`config.mk`:
```
export PLATFORM = sky130hd
export DESIGN_NAME = hack_rom_loader
export DESIGN_NICKNAME = d
export VERILOG_FILES = /design/src/rtl/hack_rom_loader.sv
export SDC_FILE = /design/constraint.sdc
export NUM_CORES = 1
export LEC_CHECK = 0
export ABC_AREA = 1
export BUFFER_PORTS_ARGS = -buffer_cell sky130_fd_sc_hd__buf_2
export CAP_MARGIN = 20
export CORE_MARGIN = 4
export CORE_UTILIZATION = 47
export CTS_BUF_LIST = sky130_fd_sc_hd__clkbuf_4
export CTS_CLUSTER_SIZE = 40
export DETAILED_ROUTE_END_ITERATION = 8
export GPL_TIMING_DRIVEN = 0
export HOLD_SLACK_MARGIN = 0.12
export PLACE_DENSITY = 0.68
export SYNTH_ARGS = -nofsm -noshare
export SYNTH_HDL_FRONTEND = slang
export SYNTH_SLANG_ARGS = --single-unit
```
`constraint.sdc`:
```
create_clock -name clk -period 3.4 [get_ports clk]
set_input_delay 0.17 -clock clk [delete_from_list [all_inputs] [get_ports clk]]
set_output_delay 0.17 -clock clk [all_outputs]
set_load 0.02 [all_outputs]
```
`src/rtl/hack_rom_loader.sv`:
```
// Hack ROM loader: packs the MiSTer ioctl byte stream into big-endian 16-bit ROM
// words, optionally zero-fills the ROM tail, and holds the CPU in reset until loading settles.
module hack_rom_loader #(
  parameter int ROM_WORDS   = 32768,
  parameter bit FILL_ENABLE = 1'b1,
  parameter int HOLD_CYCLES = 16
) (
  input  logic        clk,
  input  logic        reset,
  input  logic        ioctl_download,
  input  logic        ioctl_wr,
  input  logic [24:0] ioctl_addr,
  input  logic [7:0]  ioctl_dout,
  output logic        rom_we,
  output logic [14:0] rom_addr,
  output logic [15:0] rom_wdata,
  output logic        cpu_reset,
  output logic        loaded,
  output logic [15:0] word_count
);

  typedef enum logic [1:0] {
    ST_HOLD = 2'd0,
    ST_RUN  = 2'd1,
    ST_LOAD = 2'd2,
    ST_FILL = 2'd3
  } state_t;

  localparam logic [24:0] BYTE_LIMIT = 25'(2 * ROM_WORDS);
  localparam logic [14:0] LAST_WORD  = 15'(ROM_WORDS - 1);
  localparam logic [15:0] HOLD_LAST  = 16'(HOLD_CYCLES - 1);

  state_t      state_r, state_s;
  logic [15:0] hold_cnt_r, hold_cnt_s;
  logic        dl_prev_r;
  logic        pending_r, pending_s;
  logic [7:0]  high_r, high_s;
  logic [14:0] pend_addr_r, pend_addr_s;
  logic [14:0] max_word_r, max_word_s;
  logic [14:0] fill_addr_r, fill_addr_s;
  logic        we_s, loaded_s;
  logic [14:0] addr_s;
  logic [15:0] wdata_s, count_s;
  logic        dl_rise_s, in_range_s;
  logic [14:0] word_addr_s, fin_max_s;
  logic [15:0] count_inc_s, fin_count_s;

  // Next-state, byte packing and write-port decode
  always_comb begin
    state_s     = state_r;
    hold_cnt_s  = hold_cnt_r;
    pending_s   = pending_r;
    high_s      = high_r;
    pend_addr_s = pend_addr_r;
    max_word_s  = max_word_r;
    fill_addr_s = fill_addr_r;
    we_s        = 1'b0;
    addr_s      = rom_addr;
    wdata_s     = rom_wdata;
    loaded_s    = loaded;
    count_s     = word_count;

    dl_rise_s   = ioctl_download & ~dl_prev_r;
    in_range_s  = (ioctl_addr < BYTE_LIMIT);
    word_addr_s = ioctl_addr[15:1];
    count_inc_s = (word_count == 16'hFFFF) ? word_count : word_count + 16'd1;
    // A dangling high byte at download end still counts as a word
    fin_count_s = pending_r ? count_inc_s : word_count;
    fin_max_s   = (pending_r && (pend_addr_r > max_word_r)) ? pend_addr_r : max_word_r;

    case (state_r)
      ST_HOLD: begin
        if (dl_rise_s) begin
          state_s    = ST_LOAD;
          count_s    = 16'd0;
          pending_s  = 1'b0;
          max_word_s = 15'd0;
        end else if (hold_cnt_r == HOLD_LAST) begin
          state_s = ST_RUN;
        end else begin
          hold_cnt_s = hold_cnt_r + 16'd1;
        end
      end
      ST_RUN: begin
        if (ioctl_download) begin
          state_s    = ST_LOAD;
          count_s    = 16'd0;
          pending_s  = 1'b0;
          max_word_s = 15'd0;
        end else begin
          state_s = ST_RUN;
        end
      end
      ST_LOAD: begin
        if (!ioctl_download) begin
          loaded_s   = 1'b1;
          count_s    = fin_count_s;
          max_word_s = fin_max_s;
          pending_s  = 1'b0;
          if (pending_r) begin
            we_s    = 1'b1;
            addr_s  = pend_addr_r;
            wdata_s = {high_r, 8'h00};
          end else begin
            we_s = 1'b0;
          end
          if (FILL_ENABLE && (fin_count_s != 16'd0) && (fin_max_s < LAST_WORD)) begin
            state_s     = ST_FILL;
            fill_addr_s = fin_max_s + 15'd1;
          end else begin
            state_s    = ST_HOLD;
            hold_cnt_s = 16'd0;
          end
        end else if (ioctl_wr && in_range_s) begin
          if (!ioctl_addr[0]) begin
            high_s      = ioctl_dout;
            pend_addr_s = word_addr_s;
            pending_s   = 1'b1;
          end else begin
            we_s       = 1'b1;
            addr_s     = word_addr_s;
            wdata_s    = {high_r, ioctl_dout};
            pending_s  = 1'b0;
            count_s    = count_inc_s;
            max_word_s = (word_addr_s > max_word_r) ? word_addr_s : max_word_r;
          end
        end else begin
          pending_s = pending_r;
        end
      end
      ST_FILL: begin
        // A new download abandons the fill; the new image gets its own fill later
        if (dl_rise_s) begin
          state_s    = ST_LOAD;
          count_s    = 16'd0;
          pending_s  = 1'b0;
          max_word_s = 15'd0;
        end else begin
          we_s    = 1'b1;
          addr_s  = fill_addr_r;
          wdata_s = 16'h0000;
          if (fill_addr_r == LAST_WORD) begin
            state_s    = ST_HOLD;
            hold_cnt_s = 16'd0;
          end else begin
            fill_addr_s = fill_addr_r + 15'd1;
          end
        end
      end
      default: begin
        state_s    = ST_HOLD;
        hold_cnt_s = 16'd0;
      end
    endcase
  end

  // State and registered outputs; the ROM itself is outside and survives reset
  always_ff @(posedge clk) begin
    if (reset) begin
      state_r     <= ST_HOLD;
      hold_cnt_r  <= 16'd0;
      dl_prev_r   <= 1'b0;
      pending_r   <= 1'b0;
      high_r      <= 8'h00;
      pend_addr_r <= 15'd0;
      max_word_r  <= 15'd0;
      fill_addr_r <= 15'd0;
      rom_we      <= 1'b0;
      rom_addr    <= 15'd0;
      rom_wdata   <= 16'h0000;
      cpu_reset   <= 1'b1;
      loaded      <= 1'b0;
      word_count  <= 16'd0;
    end else begin
      state_r     <= state_s;
      hold_cnt_r  <= hold_cnt_s;
      dl_prev_r   <= ioctl_download;
      pending_r   <= pending_s;
      high_r      <= high_s;
      pend_addr_r <= pend_addr_s;
      max_word_r  <= max_word_s;
      fill_addr_r <= fill_addr_s;
      rom_we      <= we_s;
      rom_addr    <= addr_s;
      rom_wdata   <= wdata_s;
      cpu_reset   <= (state_r != ST_RUN);
      loaded      <= loaded_s;
      word_count  <= count_s;
    end
  end

endmodule

```
==> results of run 1 <==
## layout make-up
type,count,area [um2]
buffer,61,310
clock buffer,20,150
inverter,139,522
multi-input combinational,970,4910
fill,1775,7660
timing repair buffer,110,676
sequential,123,2460
tap,225,282
antenna,1,2.50
clock inverter,12,196
## timing repair
item | 4_1_cts | 5_1_grt
setup endpoints to repair | 0 | 37
hold endpoints to repair | 60 | 0
gates resized for setup | 0 | 3
hold buffers | 25 | 0
## sequential cells by signal, summed over array words and instances, names as in the netlist
register     flops
max_word_r      15
fill_addr_r     15
rom_we           1
dl_prev_r        1
hold_cnt_r      16
state_r          2
rom_wdata       16
rom_addr        15
word_count      16
high_r           8
loaded           1
pending_r        1
cpu_reset        1
pend_addr_r     15
## metal layers
layer	up-vias	GRT usage
met5	-	0
met4	0	0.115
met2	355	0.437
met3	51	0.0451
met1	4088	0.335
li1	4541	-
## power by group through the flow
stage,Combinational (mW),Sequential [mW],Clock (mW)
CTS,4.39,2.23,1.31
finish,4.45,2.24,1.29
floorplan,2.98,2.42,0
global route,4.97,2.29,1.37
detailed placement,4.35,2.26,0
global placement,4.30,2.26,0
## how the worst min path moves through the flow
stage / start / endpoint / slack, ns / cells after the start
global route: reset / rom_addr[7] / 0.29 / 5
global placement: high_r[4] / high_r[4] / 0.45 / 2
floorplan: ioctl_dout[7] / rom_wdata[7] / 0.33 / 2
CTS: reset / rom_addr[8] / 0.24 / 5
detailed placement: high_r[0] / high_r[0] / 0.45 / 2
finish: reset / rom_addr[8] / 0.28 / 5
## logic make-up after synthesis
logic type / after synthesis / synth area share
adder cells (fa/ha/maj): 37 / 0.0565
XOR/XNOR: 13 / 0.0139
buffers and inverters: 200 / 0.101
AO/OA/AOI/OAI: 236 / 0.166
flip-flops: 123 / 0.300
AND/OR/NAND/NOR: 684 / 0.362
## metrics by stage
stage | cell area [um2] | std cells | utilization | TNS, ns
finish | 9520 | 1661 | 0.554 | 0
global route | 9520 | 1661 | 0.554 | -0.00287
CTS | 9500 | 1660 | 0.553 | 0
detailed placement | 8910 | 1603 | 0.519 | 0
global placement | 8910 | 1603 | 0.519 | 0
floorplan | 8200 | 1293 | - | 0
## worst register-to-register path, delay by kind of cell (launching register included)
kind | cells | cell delay (ns)
simple gates | 15 | 1.83
buf+inv | 4 | 0.57
flops | 1 | 0.37
fa+ha+maj | 1 | 0.32
compound gates | 1 | 0.06
## cell usage in the layout (no fill, tap or decap), types with 8 or more instances in the layout
cell type,instances
nand2_1,351
nor2_1,130
inv_1,127
dfxtp_1,123
nand3_1,115
buf_2,93
a21oi_1,84
o21ai_0,78
ha_1,37
clkbuf_1,33
a211oi_1,31
dlygate4sd3_1,25
nor2_2,20
clkbuf_4,20
nand4_1,18
a31oi_1,18
nor3_1,15
xor2_1,11
inv_2,10
a221oi_1,10
buf_1,9
nand2_2,8
==> impl_metrics.env, run 1 <==
export IMPL_finalClockSkew_ns=0.0297
export IMPL_crit_chain="inv_1, ha_1, nand2_1, nor2_1, nand3_1, clkinv_1, nand2_1, nand2_2, nand2_4, buf_6, nand2_1, nand2_1, nor2_1, nand2_1, nor2_1, nand2_2, nand3_4, nand2_2, buf_4, nand2_1, a21oi_1"
export IMPL_crit_required_ns=3.82
export IMPL_cp_buffers_inverters=4
export IMPL_power_mw=7.99
export IMPL_fin_nets=1496
export IMPL_cts_made_buffers=17
export IMPL_postSynthNetCount=1367
export IMPL_drc=0
export IMPL_antenna_found_initial=1
export IMPL_grt_pass1_wl_um=41800
export IMPL_timing_rr_start="max_word_r[14]"
export IMPL_path_depth=21
export IMPL_critPathArrivalTime_ns=3.68
export IMPL_cts_root_buf="clkbuf_4"
export IMPL_setup_viol=0
export IMPL_critPathMaxStageDelay_ns=0.37
export IMPL_drt_antenna_violating_nets=0
export IMPL_worstSetupPathType="reg -> reg"
export IMPL_clkTransAtPathRegs_ns=0.12
export IMPL_clkLatencyLatePin_ns=0.56
export IMPL_portBuffers=85
export IMPL_grt_use_total=0.262
export IMPL_num_io_pins=87
export IMPL_met3_length_um=1900
export IMPL_maxUsedRoutingLayer="met4"
export IMPL_drt_total_wl_um=26500
export IMPL_die_area_um2=19600
export IMPL_place_congestion=1.01
export IMPL_grt_max_degree=17
export IMPL_cts_setup_buffers=0
export IMPL_synthFlopType="dfxtp_1"
export IMPL_place_ws_ns=0.0323
export IMPL_drt_iter0_drc=778
export IMPL_crit_path_start="max_word_r[14]"
export IMPL_syn_area_um2=8200
export IMPL_cts_sinks=123
export IMPL_hold_viol=0
export IMPL_reg2reg_slack_ns=0.14
export IMPL_crit_end="hold_cnt_r[15]"
export IMPL_netSwitchingFraction=0.501
export IMPL_max_freq_mhz=306
export IMPL_num_vias=9035
export IMPL_yosysMostFrequentCell="nand2_1"
export IMPL_cp_start_kind="flip-flop"
export IMPL_gr_total_overflow=0
export IMPL_p_per_area_nw_per_um2=839
export IMPL_core_area_um2=17200
export IMPL_ys_ff_latch=123
export IMPL_switchingPower_mw=4.00
export IMPL_tritoncts="built"
export IMPL_die_w_um=140
export IMPL_grt_pass1_vias=8277
export IMPL_initial_core_util=0.477
export IMPL_dp_hpwl_um=19800
export IMPL_first_pass_iters=6
export IMPL_synthToLayoutAreaGrowth_pct=16.1
export IMPL_synth_top_area_cell="dfxtp_1"
export IMPL_worstRegToRegCells=21
export IMPL_synth_top_area_frac=0.300
export IMPL_power_frac_comb=0.557
export IMPL_ys_top_cells_by_area="dfxtp_1 (30%), nand2_1 (16%), nand3_1 (7.0%)"
export IMPL_async_flop_share=0
export IMPL_drv_cap=0
export IMPL_crit_slowest_cell="dfxtp_1"
export IMPL_internal_power_mw=3.99
export IMPL_hold_path_class="in -> reg"
export IMPL_ys_warn_count=0
export IMPL_htree_levels=4
export IMPL_crit_path_max_fanout=10
export IMPL_ir_worst_vdd_mv=0.495
export IMPL_die_height_um=140
export IMPL_path_common_cell="nand2_1"
export IMPL_drive_gt1_frac=0.134
export IMPL_timing_final_crit_share=0.960
export IMPL_path_delay_family="simple AND/OR/NAND/NOR gates"
export IMPL_netlist_cell_type_count=44
export IMPL_p_clk_frac=0.162
export IMPL_wl_met1_um=11200
export IMPL_synth_cells=1293
export IMPL_hold_ws_ns=0.277
export IMPL_synth_enable_flop_cells=0
export IMPL_seq_area_frac_synth=0.300
export IMPL_worstSetupEndpointType="flip-flop"
export IMPL_slew_violations=0
export IMPL_rows=48
export IMPL_worstReg2RegEnd="hold_cnt_r[15]"
export IMPL_synthTopCellsByCount="nand2_1 (352), nor2_1 (131), inv_1 (127), dfxtp_1 (123), nand3_1 (115)"
export IMPL_syn_avg_cell_area_um2=6.34
export IMPL_period_minus_slack_ns=3.26
export IMPL_leakagePower_nw=4.29
export IMPL_fin_ws_ns=0.137
export IMPL_max_slew_margin=0.404
export IMPL_status="completed"
export IMPL_tightest_slew_ns=0.889
export IMPL_seqPwrFrac=0.281
export IMPL_wl_met2_um=12500
export IMPL_vias_per_cell=5.44
export IMPL_wl_per_cell_um=15.9
export IMPL_cts_buffer_depth=2
No activity file was read; power rests on OpenSTA's default activity.
==> inputs of run 2 (changes only) <==
--- a/config.mk
+++ b/config.mk
@@ -10,12 +10,12 @@
 export CAP_MARGIN = 20
 export CORE_MARGIN = 4
 export CORE_UTILIZATION = 47
-export CTS_BUF_LIST = sky130_fd_sc_hd__clkbuf_4
 export CTS_CLUSTER_SIZE = 40
 export DETAILED_ROUTE_END_ITERATION = 8
 export GPL_TIMING_DRIVEN = 0
 export HOLD_SLACK_MARGIN = 0.12
 export PLACE_DENSITY = 0.68
+export SKIP_LAST_GASP = 1
 export SYNTH_ARGS = -nofsm -noshare
 export SYNTH_HDL_FRONTEND = slang
 export SYNTH_SLANG_ARGS = --single-unit
==> run 2 against run 1 <==
Non-clock buffer count stayed put. Sequential power hardly changed. Combinational power hardly changed. Global-route usage is 0.42 points higher. Register-to-register slack hardly changed. Clock power is 55% higher. Worst setup slack better by 0.013 ns. Design area is 3.0% higher. Clock skew is 0.019 ns lower. Flip-flop and latch count stayed put. Largest cell class unchanged. Largest power group unchanged.
==> impl_metrics.env, run 2 (synthesized netlist as in run 1, its figures left out) <==
export IMPL_hold_viol=0
export IMPL_vias_per_cell=5.48
export IMPL_netSwitchingFraction=0.471
export IMPL_p_per_area_nw_per_um2=888
export IMPL_hold_path_class="in -> reg"
export IMPL_switchingPower_mw=4.10
export IMPL_p_clk_frac=0.230
export IMPL_rows=48
export IMPL_slew_violations=0
export IMPL_leakagePower_nw=4.41
export IMPL_first_pass_iters=6
export IMPL_tightest_slew_ns=0.882
export IMPL_final_util=0.571
export IMPL_drt_iter0_drc=753
export IMPL_htree_levels=4
export IMPL_ir_worst_vdd_mv=0.519
export IMPL_cp_start_kind="flip-flop"
export IMPL_worstSetupPathType="reg -> reg"
export IMPL_drt_total_wl_um=26800
export IMPL_core_area_um2=17200
export IMPL_nFillCells=1732
export IMPL_drv_cap=0
export IMPL_worstSetupEndpointType="flip-flop"
export IMPL_grt_pass1_wl_um=42300
export IMPL_drive_gt1_frac=0.132
export IMPL_max_slew_margin=0.409
export IMPL_initial_core_util=0.477
export IMPL_die_height_um=140
export IMPL_setup_viol=0
export IMPL_portBuffers=85
export IMPL_cts_root_buf="clkbuf_16"
export IMPL_cts_buffer_depth=2
export IMPL_gr_total_overflow=0
export IMPL_grt_use_total=0.267
export IMPL_grt_max_degree=17
export IMPL_final_common_cell="nand2_1"
export IMPL_fin_nets=1496
export IMPL_status="completed"
export IMPL_wl_per_cell_um=16.2
export IMPL_cts_sinks=123
export IMPL_num_vias=9094
export IMPL_critPathArrivalTime_ns=3.57
export IMPL_clkLatencyLatePin_ns=0.43
export IMPL_cts_made_buffers=17
export IMPL_layout_common_cells="nand2_1 (351), nor2_1 (129), inv_1 (127)"
export IMPL_drt_antenna_violating_nets=0
export IMPL_biggestRegsByFlops="hold_cnt_r x16, rom_wdata x16, word_count x16"
export IMPL_clkTransAtPathRegs_ns=0.06
export IMPL_num_io_pins=87
export IMPL_max_freq_mhz=308
export IMPL_die_area_um2=19600
export IMPL_crit_required_ns=3.72
export IMPL_crit_path_max_fanout=10
export IMPL_tns_ns=0
export IMPL_timing_final_crit_share=0.956
export IMPL_place_congestion=1.01
export IMPL_power_frac_comb=0.512
export IMPL_hold_ws_ns=0.403
export IMPL_antenna_found_initial=0
export IMPL_tritoncts="built"
export IMPL_drc=0
export IMPL_internal_power_mw=4.61
export IMPL_synthToLayoutAreaGrowth_pct=19.5
export IMPL_period_minus_slack_ns=3.25
export IMPL_die_w_um=140
export IMPL_grt_pass1_vias=8367
export IMPL_dpl_cell_area_um2=8910
export IMPL_antenna_cells=0
export IMPL_finalClockSkew_ns=0.0112
export IMPL_dp_hpwl_um=19800
export IMPL_seqPwrFrac=0.258
export IMPL_final_cell_area_um2=9800
==> run 2: cell types whose count changed in the layout (fill, tap and decap cells not counted), sizes merged <==
| cell | delta |
|---|---|
| diode | -1 |
==> run 2: cell type report <==
class | instances | area (um2) | share of cell area
clock buffers | 20 | 437 | 0.0445
repair buffers | 110 | 676 | 0.0689
multi-input cells | 970 | 4920 | 0.502
well taps | 225 | 282 | 0.0287
flip-flops and latches | 123 | 2460 | 0.251
plain buffers | 61 | 310 | 0.0317
clock inverters | 12 | 196 | 0.0200
inverters | 139 | 522 | 0.0532
==> run 2: worst paths after layout <==
check	from	to	slack, ns	cells after the start
max	max_word_r[14]	fill_addr_r[10]	0.15	21
min reg2reg	high_r[7]	high_r[7]	0.46	2
min	reset	rom_addr[10]	0.40	5
max reg2reg	max_word_r[14]	fill_addr_r[10]	0.15	21
==> run 2: critical path, cell delays in order (launching register included) <==
cell and delay [ns]:
dfxtp_1 0.36, inv_1 0.14, ha_1 0.32, nand2_1 0.07, nor2_1 0.19, nand3_1 0.15, clkinv_1 0.07, nand2_1 0.06
nand2_2 0.09, nand2_4 0.09, buf_6 0.16, nand2_1 0.08, nand3_1 0.11, nand2_1 0.23, ha_1 0.21, nand3_1 0.16
nor2_1 0.18, nand2_1 0.12, o21ai_0 0.15, nand2_1 0.08, nor2_2 0.09, nor2_2 0.04
==> run 2: timing repair <==
action	in CTS	in global routing
buffers inserted	0	0
resized for setup	0	4
hold buffers	25	0
endpoints found under the setup margin	0	39
hold endpoints to repair	32	0
==> run 2: stage by stage <==
| stage | cells | setup WS, ns | total power, mW |
|---|---|---|---|
| final | 1660 | 0.150 | 8.71 |
| after global routing | 1660 | -0.0125 | 9.36 |
| after CTS | 1660 | 0.0187 | 8.65 |
| after detailed placement | 1603 | 0.0323 | 6.62 |
| after global placement | 1603 | 0.0579 | 6.56 |
| after floorplan | 1293 | 0.899 | 5.40 |
==> run 2: per-layer routing <==
| layer | vias up | global-route usage | wire length (um) |
|---|---|---|---|
| li1 | 4544 | - | - |
| met1 | 4142 | 0.334 | 11300 |
| met2 | 340 | 0.448 | 12700 |
| met3 | 68 | 0.0478 | 1810 |
| met4 | 0 | 0.118 | 1030 |
| met5 | - | 0 | 0 |
==> run 2: power by group through the flow <==
| stage | combinational, mW | clock, mW | sequential [mW] |
|---|---|---|---|
| global placement | 4.30 | 0 | 2.26 |
| global route | 4.99 | 2.08 | 2.30 |
| detailed placement | 4.35 | 0 | 2.26 |
| finish | 4.46 | 2.00 | 2.25 |
| CTS | 4.40 | 2.02 | 2.24 |
| floorplan | 2.98 | 0 | 2.42 |
